[src/rtl/nes_pad_reader.sv]
`default_nettype none
// ============================================================================
// Module   : nes_pad_reader
// Brief    : Polls a physical NES controller pad. Drives LATCH/CLK, shifts in
//            the 8 active-low button bits from DATA and presents them as an
//            active-high byte with a one-cycle valid pulse per frame.
// Options  : NES_PAD_DEBOUNCE_EN - update buttons only when two consecutive
//            frames agree.
// Revision : 1.0 - initial release
// ============================================================================
module nes_pad_reader #(
  parameter int HALF_PERIOD = 128,
  parameter int POLL_PERIOD = 357954
) (
  input  logic       clk,
  input  logic       rst,
  output logic       pad_latch,
  output logic       pad_clk,
  input  logic       pad_data,
  output logic [7:0] buttons,
  output logic       valid
);

  localparam int PH_W   = $clog2(2 * HALF_PERIOD);
  localparam int POLL_W = (POLL_PERIOD > 1) ? $clog2(POLL_PERIOD) : 1;

  localparam logic [PH_W-1:0]   C_H_LAST    = PH_W'(HALF_PERIOD - 1);
  localparam logic [PH_W-1:0]   C_2H_LAST   = PH_W'(2 * HALF_PERIOD - 1);
  localparam logic [POLL_W-1:0] C_POLL_LAST = POLL_W'(POLL_PERIOD - 1);

  typedef enum logic [2:0] {
    S_IDLE  = 3'd0,
    S_LATCH = 3'd1,
    S_LOW   = 3'd2,
    S_HIGH  = 3'd3,
    S_DONE  = 3'd4
  } state_t;

  state_t              state_q, state_d;
  logic [PH_W-1:0]     phase_q, phase_d;
  logic [2:0]          bit_q, bit_d;
  logic [POLL_W-1:0]   poll_q, poll_d;
  logic [7:0]          raw_q, raw_d;
  logic [7:0]          buttons_q, buttons_d;
  logic                valid_q, valid_d;
  logic                latch_q, latch_d;
  logic                pclk_q, pclk_d;
  logic [1:0]          sync_q;
  logic                data_s;
`ifdef NES_PAD_DEBOUNCE_EN
  // [8] = previous frame captured since reset, [7:0] = its raw byte
  logic [8:0]          prev_q, prev_d;
`endif

  assign data_s    = sync_q[1];
  assign pad_latch = latch_q;
  assign pad_clk   = pclk_q;
  assign buttons   = buttons_q;
  assign valid     = valid_q;

  // Two-flop synchronizer for the asynchronous pad DATA line; idles released.
  always_ff @(posedge clk) begin
    if (rst) begin
      sync_q <= 2'b11;
    end else begin
      sync_q <= {sync_q[0], pad_data};
    end
  end

  // State, counters and registered pad/host outputs.
  always_ff @(posedge clk) begin
    if (rst) begin
      state_q   <= S_IDLE;
      phase_q   <= '0;
      bit_q     <= 3'd0;
      poll_q    <= '0;
      raw_q     <= 8'h00;
      buttons_q <= 8'h00;
      valid_q   <= 1'b0;
      latch_q   <= 1'b0;
      pclk_q    <= 1'b0;
`ifdef NES_PAD_DEBOUNCE_EN
      prev_q    <= 9'h000;
`endif
    end else begin
      state_q   <= state_d;
      phase_q   <= phase_d;
      bit_q     <= bit_d;
      poll_q    <= poll_d;
      raw_q     <= raw_d;
      buttons_q <= buttons_d;
      valid_q   <= valid_d;
      latch_q   <= latch_d;
      pclk_q    <= pclk_d;
`ifdef NES_PAD_DEBOUNCE_EN
      prev_q    <= prev_d;
`endif
    end
  end

  // Next-state logic: frame sequencing, bit capture and result publication.
  always_comb begin
    state_d   = state_q;
    phase_d   = phase_q;
    bit_d     = bit_q;
    raw_d     = raw_q;
    buttons_d = buttons_q;
    valid_d   = 1'b0;
`ifdef NES_PAD_DEBOUNCE_EN
    prev_d    = prev_q;
`endif
    // Poll counter free-runs, including while a frame is in flight.
    poll_d = (poll_q == C_POLL_LAST) ? '0 : poll_q + 1'b1;

    case (state_q)
      S_IDLE: begin
        if (poll_q == '0) begin
          state_d = S_LATCH;
          phase_d = '0;
        end
      end
      S_LATCH: begin
        if (phase_q == C_2H_LAST) begin
          state_d = S_LOW;
          phase_d = '0;
          bit_d   = 3'd0;
        end else begin
          phase_d = phase_q + 1'b1;
        end
      end
      S_LOW: begin
        if (phase_q == C_H_LAST) begin
          // Sample on the last LOW cycle, just before the next rising CLK.
          raw_d[bit_q] = ~data_s;
          state_d      = S_HIGH;
          phase_d      = '0;
        end else begin
          phase_d = phase_q + 1'b1;
        end
      end
      S_HIGH: begin
        if (phase_q == C_H_LAST) begin
          phase_d = '0;
          if (bit_q == 3'd7) begin
            state_d = S_DONE;
          end else begin
            bit_d   = bit_q + 3'd1;
            state_d = S_LOW;
          end
        end else begin
          phase_d = phase_q + 1'b1;
        end
      end
      S_DONE: begin
        valid_d = 1'b1;
        state_d = S_IDLE;
`ifdef NES_PAD_DEBOUNCE_EN
        if (prev_q[8] && (prev_q[7:0] == raw_q)) begin
          buttons_d = raw_q;
        end
        prev_d = {1'b1, raw_q};
`else
        buttons_d = raw_q;
`endif
      end
      default: begin
        state_d = S_IDLE;
      end
    endcase

    // Pad lines are registered from the next state so they align with it.
    latch_d = (state_d == S_LATCH);
    pclk_d  = (state_d == S_HIGH);
  end

endmodule
`default_nettype wire

[config.mk]
export PLATFORM = sky130hd
export DESIGN_NAME = nes_pad_reader
export DESIGN_NICKNAME = d
export VERILOG_FILES = /design/src/rtl/nes_pad_reader.sv
export SDC_FILE = /design/constraint.sdc
export NUM_CORES = 1
export LEC_CHECK = 0
export CAP_MARGIN = 40
export CELL_PAD_IN_SITES_DETAIL_PLACEMENT = 2
export CELL_PAD_IN_SITES_GLOBAL_PLACEMENT = 2
export CORE_MARGIN = 3
export CORE_UTILIZATION = 33
export DETAILED_ROUTE_END_ITERATION = 8
export PLACE_DENSITY_LB_ADDON = 0.1
export REMOVE_ABC_BUFFERS = 1
export SYNTH_ARGS = -nofsm -noshare
export SYNTH_HDL_FRONTEND = slang
export SYNTH_SLANG_ARGS = --single-unit
[constraint.sdc]
create_clock -name clk -period 1.6 [get_ports clk]
set_input_delay 0.48 -clock clk [delete_from_list [all_inputs] [get_ports clk]]
set_output_delay 0.48 -clock clk [all_outputs]
set_load 0.005 [all_outputs]
==> qor.txt <==
Detailed-route vias per instance: 5.64
Clock root cell: clkbuf_8
Failing checks: negative setup slack
Final min period: 1.81 ns
# hold bufs at CTS: 0
Initial antenna violation count: 1
GPL Wtd Cong: 0.760
Status: complete, but fails checks
ANT nets after route: 0
Critical Path Source Type: flop
Total DRC errors in the routed layout: 0
Max Fclk: 0.554 GHz
Vias in the first global route: 2929
EDFF count, synth: 0
H-tree depth: 2
Lkg Pwr: 1.62 nW
Max clock buf depth: 2
Worst clock skew: 0.0186 ns
Vias after detailed routing: 2762
1st-iter DRT viols: 119
Count of state elements after synthesis: 54
Die ar.: 0.00900 mm²
CTS Buf Count: 5
Core Area: 0.00745 mm²
Hold Path Cell Cnt: 1
Setup TNS: -3.46 ns
Most common cell after layout, fill and taps aside: buf_4
Final hold vios: 0
Required time of the critical path: 1.87 ns
Synth Flop Type: dfxtp_1
Area delta synth->final: 56.6%
Crit Path Class: flop to flop
RSZ-0062 raised after global routing: true
Net count of the finished layout: 399
Max-slew headroom: 0.719
Sequential area share after synthesis: 0.415
Buffers on Ports: 13
Synth Cell Area: 0.00261 mm²
Layout cell share with drive strength beyond 1: 0.491
Max rail drop VDD: 575 µV
Max Slew Vio Count: 0
Total power per unit cell area: 647 mW/mm²
Synth Instances: 301
Pre-antenna DRT Iters: 4
N_diodes: 0
CTS tree: done
Least-Margin Pin Slew: 0.417 ns
Largest net degree at the start of global routing: 27
Worst skew pair latency: 0.34 ns
CP endpoint kind: flop
Total grt overflow: 0
Most frequent cells in the layout: 70 x buf_4, 28 x dfxtp_1, 27 x nand2_1
Synth cell types: 53
Yosys warns: 0
Io pins: 14
First-pass GRT wire length: 16400 µm
Avg WL per Cell: 26.4 µm
CP Max Fanout: 3
Overall Power: 2.64 mW
Row count: 31
Sink Count: 54
CTS clk-pin slew, worst paths: 0.13 ns
Reg2reg path depth: 5
Die height: 94.9 µm
Placed Area: 0.00329 mm²
Final setup fails: 38
Maxcap violations: 0
WL final: 12900 µm
Starting Density: 0.350
Crit path DAT: 2.07 ns
Final worst setup slack: -0.206 ns
Cell area after layout: 0.00408 mm²
Die W: 94.9 µm
Async S/R FF share, synth: 0
Final worst-path cycle share: 1.13
Dpl hpwl: 6080 µm
Hold WC Path Type: flop to flop
Total track usage: 0.240
Post-Syn Area per Cell: 8.66 µm²
## registers in the layout, indices dropped and copies added, names as in the netlist
name       count
state_q        3
bit_q          3
raw_q          8
sync_q         2
valid          1
buttons        8
phase_q        8
poll_q        19
pad_clk        1
pad_latch      1
## cells by family after synthesis
kind of cell               count (synthesis)  share of synthesized area
and+or+nand+nor                          145                      0.306
buffers and inverters                     25                     0.0413
muxes                                     10                     0.0384
DFF                                       54                      0.415
xor gates and xnor gates                  16                     0.0538
AOI/OAI and AO/OA                         45                      0.117
adders and majority gates                  6                     0.0288
## report_power, final
part	internal, mW	switching, mW	total (mW)
combinational	0.140	0.191	0.331
sequential	1.37	0.0308	1.40
clock	0.330	0.579	0.910
## routing by layer
metal	up-vias	track usage	routed length, µm
met3	32	0.0375	436
met2	75	0.437	6690
met4	2	0.0541	432
met5	-	0	13
li1	1252	-	-
met1	1401	0.296	5340
## what timing repair did
item / in CTS / in global routing
cloned: 0 / 0
buffers inserted: 7 / 11
gates resized for setup: 75 / 78
pin swaps: 19 / 25
endpoints found under the setup margin: 52 / 45
## critical path, cell delays in order, from the launching register on
cell and delay, ns:
dfxtp_2 0.38, ha_4 0.16, nand3_4 0.10, or4_4 0.48
a311o_1 0.41, a21boi_2 0.22
## worst paths after layout
path	from	end	slack [ns]
setup reg to reg	phase_q[1]	pad_latch	-0.21
hold / removal	sync_q[0]	sync_q[1]	0.45
hold reg to reg	sync_q[0]	sync_q[1]	0.45
setup / recovery	phase_q[1]	pad_latch	-0.21
## layout make-up
type / instances / area [µm²]
fillers: 760 / 3370
multi-input cells: 222 / 1900
flip-flops and latches: 54 / 1130
repair buffers: 96 / 797
well taps: 99 / 124
clock buffers: 5 / 68.8
inverters: 11 / 41.3
clock inverters: 3 / 28.8
## through the flow
step / worst slack, ns / instances / hold slack, ns / util
floorplan: -0.187 / 287 / 0.389 / -
global placement: -0.235 / 465 / 0.393 / 0.442
detailed placement: -0.304 / 465 / 0.414 / 0.442
CTS: -0.114 / 480 / 0.443 / 0.495
global route: -0.262 / 490 / 0.469 / 0.548
finish: -0.206 / 490 / 0.454 / 0.548
## synthesized netlist by cell type, types with 2 or more instances
cell type | n | area (µm²)
and2_1 | 2 | 12.5
o221ai_1 | 2 | 17.5
inv_1 | 11 | 41.3
ha_1 | 6 | 75.1
or4_1 | 2 | 15.0
or4b_1 | 2 | 20.0
buf_2 | 3 | 15.0
clkbuf_1 | 8 | 30.0
or3b_2 | 2 | 17.5
or2_2 | 2 | 12.5
nor2_1 | 34 | 128
nand3_1 | 14 | 70.1
nor4_1 | 14 | 87.6
xor2_1 | 4 | 35.0
a21oi_1 | 17 | 85.1
nand2_1 | 28 | 105
nand3_4 | 2 | 35.0
and3_1 | 3 | 18.8
xnor2_1 | 12 | 105
o211ai_1 | 2 | 15.0
clkbuf_2 | 2 | 10.0
dfxtp_1 | 54 | 1080
nand2b_1 | 3 | 18.8
mux2i_1 | 10 | 100
nor2b_1 | 2 | 12.5
nand4_1 | 7 | 43.8
o2bb2ai_1 | 2 | 17.5
o21ai_0 | 10 | 50.1
or3_1 | 6 | 37.5
nor3_1 | 10 | 50.1
nand3b_1 | 3 | 22.5
(Power assumes the default switching activity.)
